--- src/rtl/mux_scan_pkg.sv ---
// Shared types and helpers for the 4:1 mux scan sequencer.
// Holds the FSM state encoding, widths and channel search.
package mux_scan_pkg;

    localparam int NUM_CH = 4;
    localparam int SEL_W  = 2;
    localparam int CNT_W  = 4;

    typedef enum logic [2:0] {
        IDLE    = 3'd0,
        SETTLE  = 3'd1,
        SAMPLE  = 3'd2,
        PUBLISH = 3'd3,
        HOLD    = 3'd4
    } state_t;

    // Returns {found, index} of the lowest set mask bit at or above 'from'.
    function automatic logic [SEL_W:0] next_ch(
        input logic [NUM_CH-1:0] mask,
        input logic [SEL_W:0]    from
    );
        logic [SEL_W:0] r;
        r = '0;
        for (int k = NUM_CH - 1; k >= 0; k--) begin
            if (mask[k] && (k >= int'(from)))
                r = {1'b1, k[SEL_W-1:0]};
        end
        return r;
    endfunction

endpackage

--- src/rtl/mux_scan_sampler_settle_counter.sv ---
// Settle-time down-counter for the mux scan sequencer.
// Load has priority; decrement saturates at zero.
module settle_counter
    import mux_scan_pkg::*;
#(
    parameter int W = CNT_W
) (
    input  logic         clk,
    input  logic         rst_n,
    input  logic         load,
    input  logic [W-1:0] load_val,
    input  logic         dec,
    output logic [W-1:0] value,
    output logic         done
);

    logic [W-1:0] cnt;

    always_ff @(posedge clk or negedge rst_n) begin
        if (!rst_n)
            cnt <= '0;
        else if (load)
            cnt <= load_val;
        else if (dec && (cnt != '0))
            cnt <= cnt - 1'b1;
    end

    assign value = cnt;
    assign done  = (cnt == '0);

endmodule

--- src/rtl/mux_scan_sampler.sv ---
// Scans four mux channels, samples each after a settle time,
// and publishes a 4-bit frame over a valid/ready handshake.
module mux_scan_sampler
    import mux_scan_pkg::*;
#(
    parameter int SETTLE_CYCLES = 2,
    parameter bit CONTINUOUS    = 1'b0
) (
    input  logic              clk,
    input  logic              rst_n,
    input  logic              start,
    input  logic [NUM_CH-1:0] enable_mask,
    output logic [SEL_W-1:0]  sel,
    input  logic              mux_out,
    output logic [NUM_CH-1:0] frame,
    output logic              frame_valid,
    input  logic              frame_ready,
    output logic              busy,
    output logic              overrun
);

    localparam logic [CNT_W-1:0] SETTLE_LD = CNT_W'(SETTLE_CYCLES - 1);

    state_t            state;
    logic [NUM_CH-1:0] mask;
    logic [NUM_CH-1:0] shadow;
    logic              cnt_load;
    logic              cnt_dec;
    logic [CNT_W-1:0]  cnt_val;
    logic              cnt_done;
    logic [SEL_W:0]    first_ch;
    logic [SEL_W:0]    again_ch;
    logic [SEL_W:0]    nxt_ch;
    logic              hs;

    assign first_ch = next_ch(enable_mask, '0);
    assign again_ch = next_ch(mask, '0);
    assign nxt_ch   = next_ch(mask, {1'b0, sel} + (SEL_W+1)'(1));
    assign hs       = frame_valid && frame_ready;
    assign busy     = (state != IDLE);
    assign cnt_dec  = (state == SETTLE) && (cnt_val != '0);

    // Reload the settle count on every entry into SETTLE.
    always_comb begin
        cnt_load = 1'b0;
        unique case (state)
            IDLE:    cnt_load = start && first_ch[SEL_W];
            SAMPLE:  cnt_load = nxt_ch[SEL_W];
            HOLD:    cnt_load = hs && CONTINUOUS && again_ch[SEL_W];
            default: cnt_load = 1'b0;
        endcase
    end

    settle_counter #(.W(CNT_W)) u_cnt (
        .clk      (clk),
        .rst_n    (rst_n),
        .load     (cnt_load),
        .load_val (SETTLE_LD),
        .dec      (cnt_dec),
        .value    (cnt_val),
        .done     (cnt_done)
    );

    always_ff @(posedge clk or negedge rst_n) begin
        if (!rst_n) begin
            state       <= IDLE;
            sel         <= '0;
            mask        <= '0;
            shadow      <= '0;
            frame       <= '0;
            frame_valid <= 1'b0;
            overrun     <= 1'b0;
        end else begin
            if (start && (state != IDLE))
                overrun <= 1'b1;
            unique case (state)
                IDLE: begin
                    if (start) begin
                        mask    <= enable_mask;
                        overrun <= 1'b0;
                        if (first_ch[SEL_W]) begin
                            sel   <= first_ch[SEL_W-1:0];
                            state <= SETTLE;
                        end else begin
                            state <= PUBLISH;
                        end
                    end
                end
                SETTLE: begin
                    if (cnt_done)
                        state <= SAMPLE;
                end
                SAMPLE: begin
                    shadow[sel] <= mux_out;
                    if (nxt_ch[SEL_W]) begin
                        sel   <= nxt_ch[SEL_W-1:0];
                        state <= SETTLE;
                    end else begin
                        state <= PUBLISH;
                    end
                end
                PUBLISH: begin
                    frame       <= shadow & mask;
                    frame_valid <= 1'b1;
                    shadow      <= '0;
                    state       <= HOLD;
                end
                HOLD: begin
                    if (hs) begin
                        frame_valid <= 1'b0;
                        if (CONTINUOUS) begin
                            if (again_ch[SEL_W]) begin
                                sel   <= again_ch[SEL_W-1:0];
                                state <= SETTLE;
                            end else begin
                                state <= PUBLISH;
                            end
                        end else begin
                            sel   <= '0;
                            state <= IDLE;
                        end
                    end
                end
                default: begin
                    sel   <= '0;
                    state <= IDLE;
                end
            endcase
        end
    end

endmodule
--- config.mk ---
export PLATFORM = sky130hd
export DESIGN_NAME = mux_scan_sampler
export DESIGN_NICKNAME = d
export VERILOG_FILES = /design/src/rtl/mux_scan_pkg.sv /design/src/rtl/mux_scan_sampler_settle_counter.sv /design/src/rtl/mux_scan_sampler.sv
export SDC_FILE = /design/constraint.sdc
export NUM_CORES = 1
export LEC_CHECK = 0
export CAP_MARGIN = 0
export CORE_AREA = 4 4 52 54
export DETAILED_ROUTE_END_ITERATION = 16
export DIE_AREA = 0 0 56 58
export PLACE_DENSITY = 0.8
export SKIP_LAST_GASP = 1
export SLEW_MARGIN = 0
export SYNTH_ARGS = -nofsm -noshare
export SYNTH_HDL_FRONTEND = slang
export SYNTH_SLANG_ARGS = --single-unit
--- constraint.sdc ---
create_clock -name clk -period 2.56 [get_ports clk]
set_input_delay 0.512 -clock clk [delete_from_list [all_inputs] [get_ports clk]]
set_output_delay 0.512 -clock clk [all_outputs]
set_load 0.05 [all_outputs]
==> results_dict.tcl <==
set metrics [dict create \
    cts_sinks 23 \
    yosys.area_share.adder 0.0103 \
    fin_crit_sh 0.927 \
    vias_per_cell 5.61 \
    ant_nets 0 \
    crit_type "flop to output port" \
    min_from "frame[2]" \
    finalSetupTns_ns 0 \
    root_buffer "clkbuf_4" \
    synth_edf_count 0 \
    finClkSkew_ns 0.00939 \
    crit_start "state[0]" \
    min_period_ns 2.37 \
    num_rows 17 \
    n_fill_cell 188 \
    setup_viol 0 \
    start_kind "flop" \
    maxCapViolCount 0 \
    hold_class "flop to flop" \
    cp_cell_sequence "nor2_1 > nand2_1 > clkdlybuf4s50_1" \
    synth_compound_area_frac 0.147 \
    fmax_mhz 421 \
    slew-limit-headroom 0.665 \
    core_region_area_um2 2210 \
    status "finished clean" \
    drt_wl_total_um 2590 \
    drt_iter0_drc 28 \
    area_growth_pct 19.2 \
    die_y_um 58 \
    initial_core_util 0.551 \
    p_leak_nw 0.656 \
    grt-ovfl-total 0 \
    area.sequential_um2 576 \
    yosys_register_bits 23 \
    clk_path_buf_depth 2 \
    antenna_found_initial 0 \
    cpMaxStageDelayCell "clkdlybuf4s50_1" \
    dpl.hpwl_um 1990 \
    cp.arrival_ns 1.86 \
    comb_power_share 0.562 \
    num_vias 1021 \
    cts_resized 0 \
    synthSimpleGateAreaFrac 0.243 \
    cp_data_required_time_ns 2.05 \
    synth_top_family_by_area "simple AND/OR/NAND/NOR gates" \
    ios 18 \
    rsz0062_at_grt "no" \
    synth_area_leaders "dfrtp_1 (47%), nand2_1 (6.8%), nor2_1 (5.2%)" \
    grt_pass1_wl_um 4620 \
    power-per-cell-area_nw_per_um2 1310 \
    synth.most_common_cell "dfrtp_1" \
    slowest_delay_ns 0.72 \
    rr_startpoint "state[0]" \
    clk_latency_ns 0.32 \
    cts.reportedPaths.clkPinSlew_ns 0.13 \
    irDropWorstVdd_uv 747 \
    final-max-slew-violation-count 0 \
    die_area_um2 3250 \
    cts-buffers-inserted 3 \
    p_int_mw 1.02 \
    syn-num-nets 145 \
    synth_area_um2 1220 \
    synth_top_cells_by_count "dfrtp_1 (23), nand2_1 (22), nor2_1 (17), o21ai_0 (12), inv_1 (7)" \
    yosysTopAreaCell "dfrtp_1" \
    cts_hold_buf 0 \
    netlist_instances 135 \
    synth_ff_type "dfrtp_1" \
    grt_pass1_vias 990 \
    gp_congestion 0.897 \
    yosys.area_share.xor_xnor 0.0144 \
    post_cts_buffers 0 \
    p_seq_frac 0.347 \
    synth_mux_area_frac 0.0697 \
    synth_area_per_cell_um2 9.04 \
    cts_tree "yes" \
    async_reset_ff_frac 1.00 \
    first_pass_iters 5 \
    yosysTopAreaCellShare 0.472 \
    multi_input_area_um2 591 \
    p_total_mw 1.91 \
    grt_max_degree 24 \
    fin_nets 165 \
    cp-end-kind "output port" \
    drc 0 \
    synth.distinct_cells 39 \
    ctsHtreeMaxLevel 1 \
    synth_warnings 0 \
    wl_per_cell_um 14.2 \
    port_buffers 17 \
    placed_area_um2 1430 \
    die_x_um 56 \
    fin_util 0.657 \
    p_switching_mw 0.888 \
    num_antenna_cells 0 \
    switching_share 0.465 \
    tightestPinTransition_ns 0.501 \
    hold_viol_final 0 \
    grt_util_all_layers 0.181 \
    cp_max_fo 4 \
    power.share.clock 0.091 \
    drive_gt1_frac 0.104 \
    finalInstanceArea_um2 1450 \
    ys_seq_area_frac 0.472 \
]
-- layout make-up --
cell class              instances  area share
repair buffers                 21       0.138
multi-input cells              99       0.406
well taps                      28      0.0241
clock buffers                   4      0.0181
flip-flops and latches         23       0.396
inverters                       7      0.0181
-- worst paths after layout --
kind	to	slack (ns)	cells past startpoint
min in group asynchronous	frame[0]	0.52	2
worst min-delay path	frame[2]	0.50	2
worst max-delay path	busy	0.19	3
worst min register to register	frame[2]	0.50	2
max in group asynchronous	u_cnt.value[3]	1.80	2
worst max register to register	sel[1]	0.57	5
-- cells in the final DEF (no fill, tap or decap), drive strengths merged, types with 3 or more instances in the layout --
cell type,n
clkbuf,4
mux2,4
clkdlybuf4s50,17
nor2b,5
nor2,17
o21ai,12
nand2,22
a21oi,3
mux2i,4
buf,4
inv,7
nor3,3
dfrtp,23
-- layer usage --
metal	vias up	part of all wire	global-route usage
met2	28	0.47	0.294
met4	0	0.020	0.0949
met3	6	0.045	0.0290
li1	500	-	-
met1	487	0.47	0.234
met5	-	0	0
-- state kept, by name (all words and copies together) (netlist names), named ones only --
name and count:
sel 2, frame_valid 1, shadow 4, frame 4, u_cnt.value 4, mask 4, state 3
-- worst max-delay path: cells and delay by family, from the launching register on --
family,cells,cell delay (ns)
flops,1,0.42
buf+inv,1,0.72
simple gates,2,0.41
-- cells by family after synthesis --
logic type | after synthesis
compound gates | 27
xor+xnor | 2
fa+ha+maj | 1
buf+inv | 13
flops | 23
mux | 8
simple gates | 61
-- power groups by stage --
stage	sequential [mW]	clock [mW]	combinational (mW)
6_report	0.663	0.174	1.07
5_1_grt	0.685	0.192	1.20
4_1_cts	0.659	0.175	1.08
3_5_place_dp	0.666	0	1.08
3_3_place_gp	0.659	0	1.05
2_1_floorplan	0.791	0	0.653
-- per-stage QoR --
step / setup slack (ns) / hold WS, ns / instances
after floorplan: 0.687 / 0.216 / 135
after global placement: 0.499 / 0.463 / 178
after detailed placement: 0.412 / 0.472 / 178
after CTS: 0.192 / 0.501 / 182
after global routing: 0.0756 / 0.529 / 182
final: 0.187 / 0.497 / 182
Note: power is estimated with default switching activity, not from simulation.
